[config.mk]
export PLATFORM = sky130hd
export DESIGN_NAME = wb_master_queued_flat
export DESIGN_NICKNAME = d
export VERILOG_FILES = /design/src/rtl/wb_master_queued_if.sv /design/src/rtl/wb_master_queued.sv /design/src/flat_wrapper.sv
export SDC_FILE = /design/constraint.sdc
export NUM_CORES = 1
export LEC_CHECK = 0
export ABC_AREA = 1
export CAP_MARGIN = 20
export CORE_ASPECT_RATIO = 0.9
export CORE_MARGIN = 2
export CORE_UTILIZATION = 49
export DETAILED_ROUTE_END_ITERATION = 16
export GPL_TIMING_DRIVEN = 0
export PLACE_DENSITY = 0.76
export SYNTH_ARGS = -nofsm -noshare
export SYNTH_HDL_FRONTEND = slang
export SYNTH_SLANG_ARGS = --single-unit
export TNS_END_PERCENT = 20
[constraint.sdc]
create_clock -name clk -period 3.8 [get_ports clk]
set_clock_uncertainty 0.15 [all_clocks]
set_input_delay 0.76 -clock clk [delete_from_list [all_inputs] [get_ports clk]]
set_output_delay 0.76 -clock clk [all_outputs]
set_load 0.1 [all_outputs]
[src/rtl/wb_master_queued_if.sv]
// Wishbone classic bus bundle between the queued master and the interconnect.
// Signal names keep the master-side _o/_i suffixes so both ends read the same.
interface wb_master_queued_if #(
  parameter int DATA_WL = 32,
  parameter int ADR_WL  = 16
);
  localparam int SEL_WL = DATA_WL / 8;

  logic              wb_cyc_o;
  logic              wb_stb_o;
  logic              wb_we_o;
  logic [SEL_WL-1:0] wb_sel_o;
  logic [ADR_WL-1:0] wb_adr_o;
  logic [DATA_WL-1:0] wb_dat_o;
  logic              wb_ack_i;
  logic              wb_err_i;
  logic [DATA_WL-1:0] wb_dat_i;

  modport master (
    output wb_cyc_o, wb_stb_o, wb_we_o, wb_sel_o, wb_adr_o, wb_dat_o,
    input  wb_ack_i, wb_err_i, wb_dat_i
  );

  modport slave (
    input  wb_cyc_o, wb_stb_o, wb_we_o, wb_sel_o, wb_adr_o, wb_dat_o,
    output wb_ack_i, wb_err_i, wb_dat_i
  );
endinterface

[src/rtl/wb_master_queued.sv]
// Queued Wishbone classic master: chip-side commands are buffered in a small
// FIFO and issued one at a time as single bus cycles. Each command ends in
// ACK, ERR or a timeout and returns exactly one response pulse, in order.
module wb_master_queued #(
  parameter int DATA_WL   = 32,
  parameter int ADR_WL    = 16,
  parameter int CMD_DEPTH = 4,
  parameter int TIMEOUT   = 255
) (
  input  logic                  clk,
  input  logic                  reset_h,
  wb_master_queued_if.master    wb,
  input  logic                  start_i,
  input  logic                  we_i,
  input  logic [ADR_WL-1:0]     addr_i,
  input  logic [DATA_WL-1:0]    data_i,
  input  logic [DATA_WL/8-1:0]  sel_i,
  output logic                  full_o,
  output logic                  drop_o,
  output logic                  busy_o,
  output logic                  valid_o,
  output logic [1:0]            status_o,
  output logic [DATA_WL-1:0]    data_o
);

  localparam int SEL_WL = DATA_WL / 8;
  localparam int PTR_WL = $clog2(CMD_DEPTH);
  localparam int CNT_WL = PTR_WL + 1;
  localparam logic [CNT_WL-1:0] DEPTH_CNT = CNT_WL'(CMD_DEPTH);
  // Timeout fires in the cycle the counter reaches TIMEOUT-1, so the strobe
  // stays up for exactly TIMEOUT cycles.
  localparam bit          TMO_EN   = (TIMEOUT > 0);
  localparam logic [15:0] TMO_LAST = TMO_EN ? 16'(TIMEOUT - 1) : 16'd0;

  typedef struct packed {
    logic               we;
    logic [SEL_WL-1:0]  sel;
    logic [ADR_WL-1:0]  adr;
    logic [DATA_WL-1:0] dat;
  } cmd_t;

  typedef enum logic {IDLE, BUS} state_t;

  localparam logic [1:0] ST_OK  = 2'b00;
  localparam logic [1:0] ST_ERR = 2'b01;
  localparam logic [1:0] ST_TMO = 2'b10;

  // ---------------------------------------------------------------------------
  // Command FIFO
  // ---------------------------------------------------------------------------
  cmd_t              mem [CMD_DEPTH];
  cmd_t              cmd_in;
  cmd_t              head;
  logic [PTR_WL-1:0] wr_ptr;
  logic [PTR_WL-1:0] rd_ptr;
  logic [CNT_WL-1:0] count;
  logic [CNT_WL-1:0] count_nxt;
  logic              push;
  logic              pop;

  // A full FIFO refuses the push even if the head is popped in the same cycle;
  // the refusal is what drop_o reports.
  assign push      = start_i && !full_o;
  assign cmd_in    = '{we: we_i, sel: sel_i, adr: addr_i, dat: data_i};
  assign head      = mem[rd_ptr];
  assign count_nxt = count + CNT_WL'(push) - CNT_WL'(pop);

  // Command storage write port.
  // NOTE: the storage array is deliberately not reset; entries are only read
  // after being written, and reset only has to clear the pointers and count.
  always_ff @(posedge clk) begin
    if (push) mem[wr_ptr] <= cmd_in;
  end

  // FIFO pointers, occupancy and the registered full/drop flags.
  // NOTE: every sequential assignment uses <= so all registers update from the
  // same pre-edge values; = here would make results depend on statement order.
  always_ff @(posedge clk) begin
    if (reset_h) begin
      wr_ptr <= '0;
      rd_ptr <= '0;
      count  <= '0;
      full_o <= 1'b0;
      drop_o <= 1'b0;
    end else begin
      if (push) wr_ptr <= wr_ptr + PTR_WL'(1);
      if (pop)  rd_ptr <= rd_ptr + PTR_WL'(1);
      count  <= count_nxt;
      full_o <= (count_nxt == DEPTH_CNT);
      drop_o <= start_i && full_o;
    end
  end

  // ---------------------------------------------------------------------------
  // Bus sequencer
  // ---------------------------------------------------------------------------
  state_t              state;
  state_t              state_nxt;
  logic [15:0]         tmo_cnt;
  logic [15:0]         tmo_cnt_nxt;
  logic                tmo_hit;

  logic                cyc_q;
  logic                stb_q;
  logic                we_q;
  logic [SEL_WL-1:0]   sel_q;
  logic [ADR_WL-1:0]   adr_q;
  logic [DATA_WL-1:0]  dat_q;

  logic                cyc_nxt;
  logic                stb_nxt;
  logic                we_nxt;
  logic [SEL_WL-1:0]   sel_nxt;
  logic [ADR_WL-1:0]   adr_nxt;
  logic [DATA_WL-1:0]  dat_nxt;
  logic                valid_nxt;
  logic [1:0]          status_nxt;
  logic [DATA_WL-1:0]  data_nxt;

  assign tmo_hit = TMO_EN && (tmo_cnt == TMO_LAST);

  // Next state, next bus outputs and the response for the current cycle.
  // NOTE: every variable gets a default before the case statement; a path that
  // leaves one unassigned would infer a latch.
  always_comb begin
    state_nxt   = state;
    tmo_cnt_nxt = tmo_cnt;
    pop         = 1'b0;
    cyc_nxt     = cyc_q;
    stb_nxt     = stb_q;
    we_nxt      = we_q;
    sel_nxt     = sel_q;
    adr_nxt     = adr_q;
    dat_nxt     = dat_q;
    valid_nxt   = 1'b0;
    status_nxt  = status_o;
    data_nxt    = data_o;

    unique case (state)
      IDLE: begin
        cyc_nxt = 1'b0;
        stb_nxt = 1'b0;
        we_nxt  = 1'b0;
        // Late ACK/ERR seen here belong to nobody and are ignored.
        if (count != '0) begin
          pop         = 1'b1;
          cyc_nxt     = 1'b1;
          stb_nxt     = 1'b1;
          we_nxt      = head.we;
          sel_nxt     = head.sel;
          adr_nxt     = head.adr;
          dat_nxt     = head.dat;
          tmo_cnt_nxt = '0;
          state_nxt   = BUS;
        end
      end

      BUS: begin
        if (wb.wb_err_i || wb.wb_ack_i || tmo_hit) begin
          cyc_nxt   = 1'b0;
          stb_nxt   = 1'b0;
          we_nxt    = 1'b0;
          valid_nxt = 1'b1;
          state_nxt = IDLE;
          if (wb.wb_err_i) begin
            status_nxt = ST_ERR;
          end else if (wb.wb_ack_i) begin
            status_nxt = ST_OK;
            if (!we_q) data_nxt = wb.wb_dat_i;
          end else begin
            status_nxt = ST_TMO;
          end
        end else if (tmo_cnt != '1) begin
          tmo_cnt_nxt = tmo_cnt + 16'd1;
        end
      end

      default: state_nxt = IDLE;
    endcase
  end

  // State register plus all registered bus and response outputs.
  always_ff @(posedge clk) begin
    if (reset_h) begin
      state    <= IDLE;
      tmo_cnt  <= '0;
      cyc_q    <= 1'b0;
      stb_q    <= 1'b0;
      we_q     <= 1'b0;
      sel_q    <= '0;
      adr_q    <= '0;
      dat_q    <= '0;
      valid_o  <= 1'b0;
      status_o <= '0;
      data_o   <= '0;
      busy_o   <= 1'b0;
    end else begin
      state    <= state_nxt;
      tmo_cnt  <= tmo_cnt_nxt;
      cyc_q    <= cyc_nxt;
      stb_q    <= stb_nxt;
      we_q     <= we_nxt;
      sel_q    <= sel_nxt;
      adr_q    <= adr_nxt;
      dat_q    <= dat_nxt;
      valid_o  <= valid_nxt;
      status_o <= status_nxt;
      data_o   <= data_nxt;
      busy_o   <= (count_nxt != '0) || (state_nxt == BUS);
    end
  end

  assign wb.wb_cyc_o = cyc_q;
  assign wb.wb_stb_o = stb_q;
  assign wb.wb_we_o  = we_q;
  assign wb.wb_sel_o = sel_q;
  assign wb.wb_adr_o = adr_q;
  assign wb.wb_dat_o = dat_q;

endmodule

[src/flat_wrapper.sv]
// flat-port wrapper written by rule: the top's interface ports become plain ports
module wb_master_queued_flat 
#(
  parameter int DATA_WL   = 32,
  parameter int ADR_WL    = 16,
  parameter int CMD_DEPTH = 4,
  parameter int TIMEOUT   = 255
)
  (clk, reset_h, start_i, we_i, addr_i, data_i, sel_i, full_o, drop_o, busy_o, valid_o, status_o, data_o, wb_wb_cyc_o, wb_wb_stb_o, wb_wb_we_o, wb_wb_sel_o, wb_wb_adr_o, wb_wb_dat_o, wb_wb_ack_i, wb_wb_err_i, wb_wb_dat_i);
  wb_master_queued_if #(.DATA_WL(DATA_WL), .ADR_WL(ADR_WL)) wb_i ();
  input  logic clk;
  input  logic reset_h;
  input  logic start_i;
  input  logic we_i;
  input  logic [ADR_WL-1:0] addr_i;
  input  logic [DATA_WL-1:0] data_i;
  input  logic [DATA_WL/8-1:0] sel_i;
  output logic full_o;
  output logic drop_o;
  output logic busy_o;
  output logic valid_o;
  output logic [1:0] status_o;
  output logic [DATA_WL-1:0] data_o;
  output wire logic [$bits(wb_i.wb_cyc_o)-1:0] wb_wb_cyc_o;
  output wire logic [$bits(wb_i.wb_stb_o)-1:0] wb_wb_stb_o;
  output wire logic [$bits(wb_i.wb_we_o)-1:0] wb_wb_we_o;
  output wire logic [$bits(wb_i.wb_sel_o)-1:0] wb_wb_sel_o;
  output wire logic [$bits(wb_i.wb_adr_o)-1:0] wb_wb_adr_o;
  output wire logic [$bits(wb_i.wb_dat_o)-1:0] wb_wb_dat_o;
  input wire logic [$bits(wb_i.wb_ack_i)-1:0] wb_wb_ack_i;
  input wire logic [$bits(wb_i.wb_err_i)-1:0] wb_wb_err_i;
  input wire logic [$bits(wb_i.wb_dat_i)-1:0] wb_wb_dat_i;
  assign wb_wb_cyc_o = wb_i.wb_cyc_o;
  assign wb_wb_stb_o = wb_i.wb_stb_o;
  assign wb_wb_we_o = wb_i.wb_we_o;
  assign wb_wb_sel_o = wb_i.wb_sel_o;
  assign wb_wb_adr_o = wb_i.wb_adr_o;
  assign wb_wb_dat_o = wb_i.wb_dat_o;
  assign wb_i.wb_ack_i = wb_wb_ack_i;
  assign wb_i.wb_err_i = wb_wb_err_i;
  assign wb_i.wb_dat_i = wb_wb_dat_i;
  wb_master_queued #(.DATA_WL(DATA_WL), .ADR_WL(ADR_WL), .CMD_DEPTH(CMD_DEPTH), .TIMEOUT(TIMEOUT)) u_core (.clk(clk), .reset_h(reset_h), .wb(wb_i), .start_i(start_i), .we_i(we_i), .addr_i(addr_i), .data_i(data_i), .sel_i(sel_i), .full_o(full_o), .drop_o(drop_o), .busy_o(busy_o), .valid_o(valid_o), .status_o(status_o), .data_o(data_o));
endmodule
Yosys cells after proc, flatten, opt, wreduce, memory -nomap -nowiden

Memory sizes are Yosys's and may differ from the RTL's. A register that Yosys moved wholly into a read port is not among the register bits.
Cells that the tools add are included.

Register bits: 116
Latch bits: 0
RAM bits: 212
ROM bits: 0
Input bits: 90
Output and inout port bits: 93
Logic and storage cells: 64
Memories kept: 1

Memories:

| memory     | words | width | rd ports | clocked after Yosys merged registers in | wr ports | line                   | text |
|---|---|---|---|---|---|---|---|
| u_core.mem | 4     | 53    | 1        | 1                                       | 1        | wb_master_queued.sv:51 | `cmd_t mem [CMD_DEPTH];` |

Add/sub/neg operators: 5
$mul: 0
Div/mod/pow operators: 0
Magnitude comparators: 0
Equality and inequality tests: 7
Shift operators: 0
Muxes and demuxes: 19
Bitwise gates (word level): 3
Reduce and logical (&&, ||, !) cells: 13

Operators by type and width:

| kind                                                  | number |
|---|---|
| 2-to-1 mux 16 bit                                     | 3 |
| one-hot mux 16 bit (2 select lines)                   | 1 |
| adder 16 x 1 -> 16 bit, second input constant         | 1 |
| == test 16 x 8 -> 1 bit, second input constant        | 1 |
| inequality test 16 bit, second input constant         | 1 |
| 2-to-1 mux 1 bit                                      | 8 |
| 2-to-1 mux 2 bit                                      | 4 |
| inequality test 2 bit, second input constant          | 3 |
| one-hot mux 1 bit (2 select lines)                    | 3 |
| nonzero test 3 bit                                    | 2 |
| AND reduction 5 bit                                   | 1 |
| adder 2 x 1 -> 2 bit, second input constant           | 2 |
| AND reduction 2 bit                                   | 2 |
| adder 3 x 1 -> 3 bit                                  | 1 |
| == test 3 bit, second input constant                  | 1 |
| logical OR 1 bit                                      | 3 |
| inverter 1 bit                                        | 3 |
| AND reduction 3 bit                                   | 1 |
| subtractor 3 x 1 -> 3 bit                             | 1 |
| logical AND 1 bit                                     | 2 |
| inequality test 2 x 1 -> 1 bit, second input constant | 1 |
| OR reduction 2 bit                                    | 1 |
| zero test 1 bit                                       | 1 |

Depth between registers and ports, before layout

Gate-level depths: netlist of the first run.

Word-level depth: 6
Gate-level depth with buffers: 14
Mapped depth without buffers: 13

Least setup slack after synthesis of the first run

Ideal clock, no wire load.

Path type: flip-flop to flip-flop
Start: reg u_core.full_o
End: mem u_core.mem[0][0] (netlist name), enable pin
Library setup time: 0.464 ns
Arrival: 3.268 ns
Required time: 3.186 ns
Setup slack: -0.082 ns
Cell stages (with the launch flop): 4
Path buffers: 0
Period minus slack after synthesis: 3.882 ns
Cell sequence: dfxtp_1 nor2_1 inv_1 nor2_1

Cells in the longest elaborated chain, start to end: 4

Ends and longest elaborated chain:

| item                                   | line                   | text |
|---|---|---|
| from (decl)                            | wb_master_queued.sv:18 | `output logic full_o,` |
| from (signal assigned)                 | wb_master_queued.sv:89 | `full_o <= (count_nxt == DEPTH_CNT);` |
| zero test 1 bit                        | wb_master_queued.sv:63 | `assign push = start_i && !full_o;` |
| logical AND 1 bit                      | wb_master_queued.sv:63 |  |
| net u_core.push                        | wb_master_queued.sv:58 | `logic push;` |
| 2-to-1 mux 1 bit                       | wb_master_queued.sv:72 | `if (push) mem[wr_ptr] <= cmd_in;` |
| 2-to-1 mux 1 bit (implied by the code) | wb_master_queued.sv:72 |  |
| to (decl)                              | wb_master_queued.sv:51 |  |

The timed path passes the listed nets, and every way through them passes these cells.

Worst setup path after layout of the first run

Start: reg u_core.state
End: reg u_core.full_o

Cells in the longest elaborated chain, start to end: 3

Ends and longest elaborated chain:

| item                      | line                    | text |
|---|---|---|
| from (decl)               | wb_master_queued.sv:97  | `state_t state;` |
| from (signal assigned)    | wb_master_queued.sv:198 | `state <= state_nxt;` |
| 2-to-1 mux 1 bit          | wb_master_queued.sv:139 | `unique case (state)` |
| subtractor 3 x 1 -> 3 bit | wb_master_queued.sv:66  | `assign count_nxt = count + CNT_WL'(push) - CNT_WL'(pop);` |
| == test 3 bit             | wb_master_queued.sv:89  |  |

No other way between the ends.
A chain may end at the register's enable or synchronous reset.

==> results.json, run 1 <==
{
  "ctsResizeCount": 0,
  "power_leakage_nw": 5.71,
  "worst_setup_path_end_kind": "flop",
  "cts_setup_buffers": 0,
  "fp-row-count": 55,
  "required_ns": 4.09,
  "grt_max_degree": 29,
  "ys_types": 31,
  "htreeDepth": 1,
  "drtIter0Drc": 671,
  "drcViolationCount": 0,
  "ys_async_sr_fraction_pct": 0,
  "area_growth_pct": 27.1,
  "antenna_found_initial": 4,
  "ff2ff_path_depth": 14,
  "min_period_ns": 3.33,
  "post-route-period-util_pct": 87.7,
  "hold_class": "reg2reg",
  "r2r_start": "u_core.state",
  "syn-num-nets": 1264,
  "firstDrtPassIters": 5,
  "rsz0062_at_grt": "false",
  "maxCapViolations": 0,
  "initial_utilization_pct": 49.8,
  "worst-path-max-fanout": 10,
  "drive_gt1_share_pct": 6.10,
  "wl_per_cell_um": 17.4,
  "criticalPathCategory": "reg2reg",
  "max-vdd-ir-drop_v": 0.000740,
  "numCtsBuffers": 31,
  "synth-seq-cells": 330,
  "worstMarginPinSlew_ns": 1.10,
  "ys_seq_area_share_pct": 69.8,
  "setup_viol": 0,
  "fmax_ghz": 0.300,
  "dieArea_mm2": 0.0268,
  "netlist_instances": 1165,
  "endpoint": "u_core.full_o",
  "startpoint_type": "flop",
  "avgSynthCellArea_um2": 10.7,
  "die_w_um": 172,
  "grt_usage_pct": 22.4,
  "cts-root-buf": "clkbuf_16",
  "path_clk_slew_ns": 0.06,
  "nets": 1485,
  "dp_hpwl_um": 19800,
  "grt_pass1_vias": 8994,
  "cts_tree": "yes",
  "vias": 9253,
  "place.gp.congestion": 0.827,
  "relSlewSlack_pct": 26.6,
  "clk_path_buf_depth": 3,
  "num-fill-cells": 1988,
  "synth_ff_type": "edfxtp_1",
  "hold_path.startpoint": "u_core.status_o[1]",
  "powerDensity_mw_per_mm2": 800,
  "routed_wl_um": 30600,
  "core-area_mm2": 0.0251,
  "rr_endpoint": "u_core.full_o",
  "finalPower_w": 0.0127,
  "regArea_mm2": 0.00873,
  "worstSkewPairLatency_ns": 0.58,
  "holdBufCountCts": 0,
  "fin_util_pct": 63.3,
  "syn_area_mm2": 0.0125,
  "multiInputGateArea_mm2": 0.00335,
  "ioPinCount": 183,
  "cts.sinks": 330,
  "hold_viol": 0,
  "grt_pass1_wl_um": 46500,
  "ant_nets": 0,
  "gr-total-overflow": 0,
  "vias_per_cell": 5.28,
  "critPathLaunch": "u_core.state",
  "ys_warn_count": 0,
  "arrival_ns": 3.62,
  "synth_edf_count": 212,
  "status": "finished clean",
  "die_h_um": 156,
  "slew_violations": 0,
  "r2r_setup_slack_ns": 0.47,
  "port-buffer-count": 182
}
-- per-layer routing --
| layer | vias to the layer above | routed length [um] | track usage, % | share of wire [%] |
|---|---|---|---|---|
| met5 | - | 24 | 0 | 0.079 |
| met4 | 4 | 680 | 6.28 | 2.2 |
| met3 | 51 | 2830 | 5.05 | 9.3 |
| met2 | 379 | 14900 | 39.0 | 49 |
| met1 | 4350 | 12200 | 28.1 | 40 |
| li1 | 4469 | - | - | - |
-- final cells by class --
| class | instances | area share (%) |
|---|---|---|
| clock buffer | 40 | 5.34 |
| antenna | 1 | 0.0157 |
| timing repair buffer | 188 | 12.3 |
| multi-input combinational | 720 | 21.1 |
| clock inverter | 17 | 0.787 |
| tap | 342 | 2.69 |
| sequential | 330 | 54.9 |
| buffer | 67 | 1.80 |
| inverter | 48 | 1.13 |
-- synthesized netlist by cell type, types with 2 or more instances --
| master | n | area, um2 |
|---|---|---|
| edfxtp_1 | 212 | 6370 |
| xnor2_1 | 3 | 26.3 |
| clkbuf_1 | 49 | 184 |
| nor3_1 | 4 | 20.0 |
| nand3_1 | 29 | 145 |
| buf_2 | 11 | 55.1 |
| o21bai_1 | 2 | 15.0 |
| nand4_1 | 3 | 18.8 |
| nand2_2 | 5 | 31.3 |
| a21oi_1 | 16 | 80.1 |
| a31oi_1 | 52 | 325 |
| inv_2 | 3 | 11.3 |
| inv_1 | 44 | 165 |
| ha_1 | 8 | 100 |
| buf_1 | 4 | 15.0 |
| nor2_4 | 2 | 22.5 |
| o21ai_0 | 198 | 991 |
| nand2_1 | 67 | 251 |
| dfxtp_1 | 118 | 2360 |
| nor2_1 | 324 | 1220 |
-- layout by cell type, fill, tap and decap left out, drive strengths merged, types with 29 or more instances in the layout --
cell and count:
nand2 72, o21ai 198, edfxtp 212, dfxtp 118
nand3 29, clkbuf 90, inv 48, a31oi 52
clkdlybuf4s50 182, nor2 327
-- critical path: stages, from the launching register on --
cell and delay (ns):
dfxtp_1 0.31, clkbuf_8 0.16, inv_1 0.16, nand2_2 0.19
inv_2 0.23, clkbuf_1 0.48, ha_1 0.23, inv_1 0.04
ha_1 0.18, fa_1 0.37, xor2_1 0.15, inv_1 0.05
nor2_1 0.12, inv_1 0.08, nor3_1 0.31
-- worst min path at each step --
| stage | slack (ns) | cells past startpoint | endpoint |
|---|---|---|---|
| 6_report | 0.30 | 2 | u_core.status_o[1] |
| 5_1_grt | 0.33 | 2 | u_core.status_o[1] |
| 4_1_cts | 0.30 | 2 | u_core.status_o[1] |
| 3_5_place_dp | 0.30 | 2 | u_core.status_o[1] |
| 3_3_place_gp | 0.29 | 2 | u_core.status_o[1] |
| 2_1_floorplan | 0.33 | 2 | u_core.tmo_cnt[4] |
-- registers in the layout (all words and copies together), names as in the netlist, 2 cells and up, named ones only --
register and flops:
u_core.rd_ptr 2, u_core.tmo_cnt 16, u_core.count 3, u_core.wr_ptr 2, u_core.wb.wb_sel_o 4, u_core.data_o 32, u_core.status_o 2, u_core.wb.wb_adr_o 16
u_core.mem 212, u_core.wb.wb_dat_o 32
-- metrics by stage --
step | worst slack (ns) | TNS (ns) | hold slack [ns] | cells | cell area, um2
floorplan | -0.0819 | -17.37 | 0.329 | 1165 | 12500
global placement | -2.59 | -530.37 | 0.288 | 1689 | 14800
detailed placement | 0.369 | 0 | 0.295 | 1695 | 14900
CTS | 0.468 | 0 | 0.305 | 1752 | 15900
global route | 0.306 | 0 | 0.326 | 1753 | 15900
finish | 0.468 | 0 | 0.303 | 1753 | 15900
-- where the power goes --
part	internal (W)	switching (W)
Sequential	0.00432	0.000246
Clock	0.00165	0.00130
Combinational	0.00126	0.00395
Total	0.00722	0.00550
-- cells by family (layout without fill, tap and decap cells) --
group	after synthesis	in the layout	share of synthesized area (%)
AO/OA/AOI/OAI	269	269	11.3
adder cells (fa/ha/maj)	9	9	0.960
XOR/XNOR	4	4	0.280
flip-flops	330	330	69.8
AND/OR/NAND/NOR	438	438	13.9
buffers and inverters	115	360	3.73
other	0	1	0
Note: power is estimated with default switching activity, not from simulation.
==> run 2: changes to the inputs <==
--- a/config.mk
+++ b/config.mk
@@ -13,6 +13,7 @@
 export DETAILED_ROUTE_END_ITERATION = 16
 export GPL_TIMING_DRIVEN = 0
 export PLACE_DENSITY = 0.76
+export SETUP_SLACK_MARGIN = 0.02
 export SYNTH_ARGS = -nofsm -noshare
 export SYNTH_HDL_FRONTEND = slang
 export SYNTH_SLANG_ARGS = --single-unit
==> results of run 2 <==
Same layout as run 1: the final DEF is identical, and so are final timing and power.
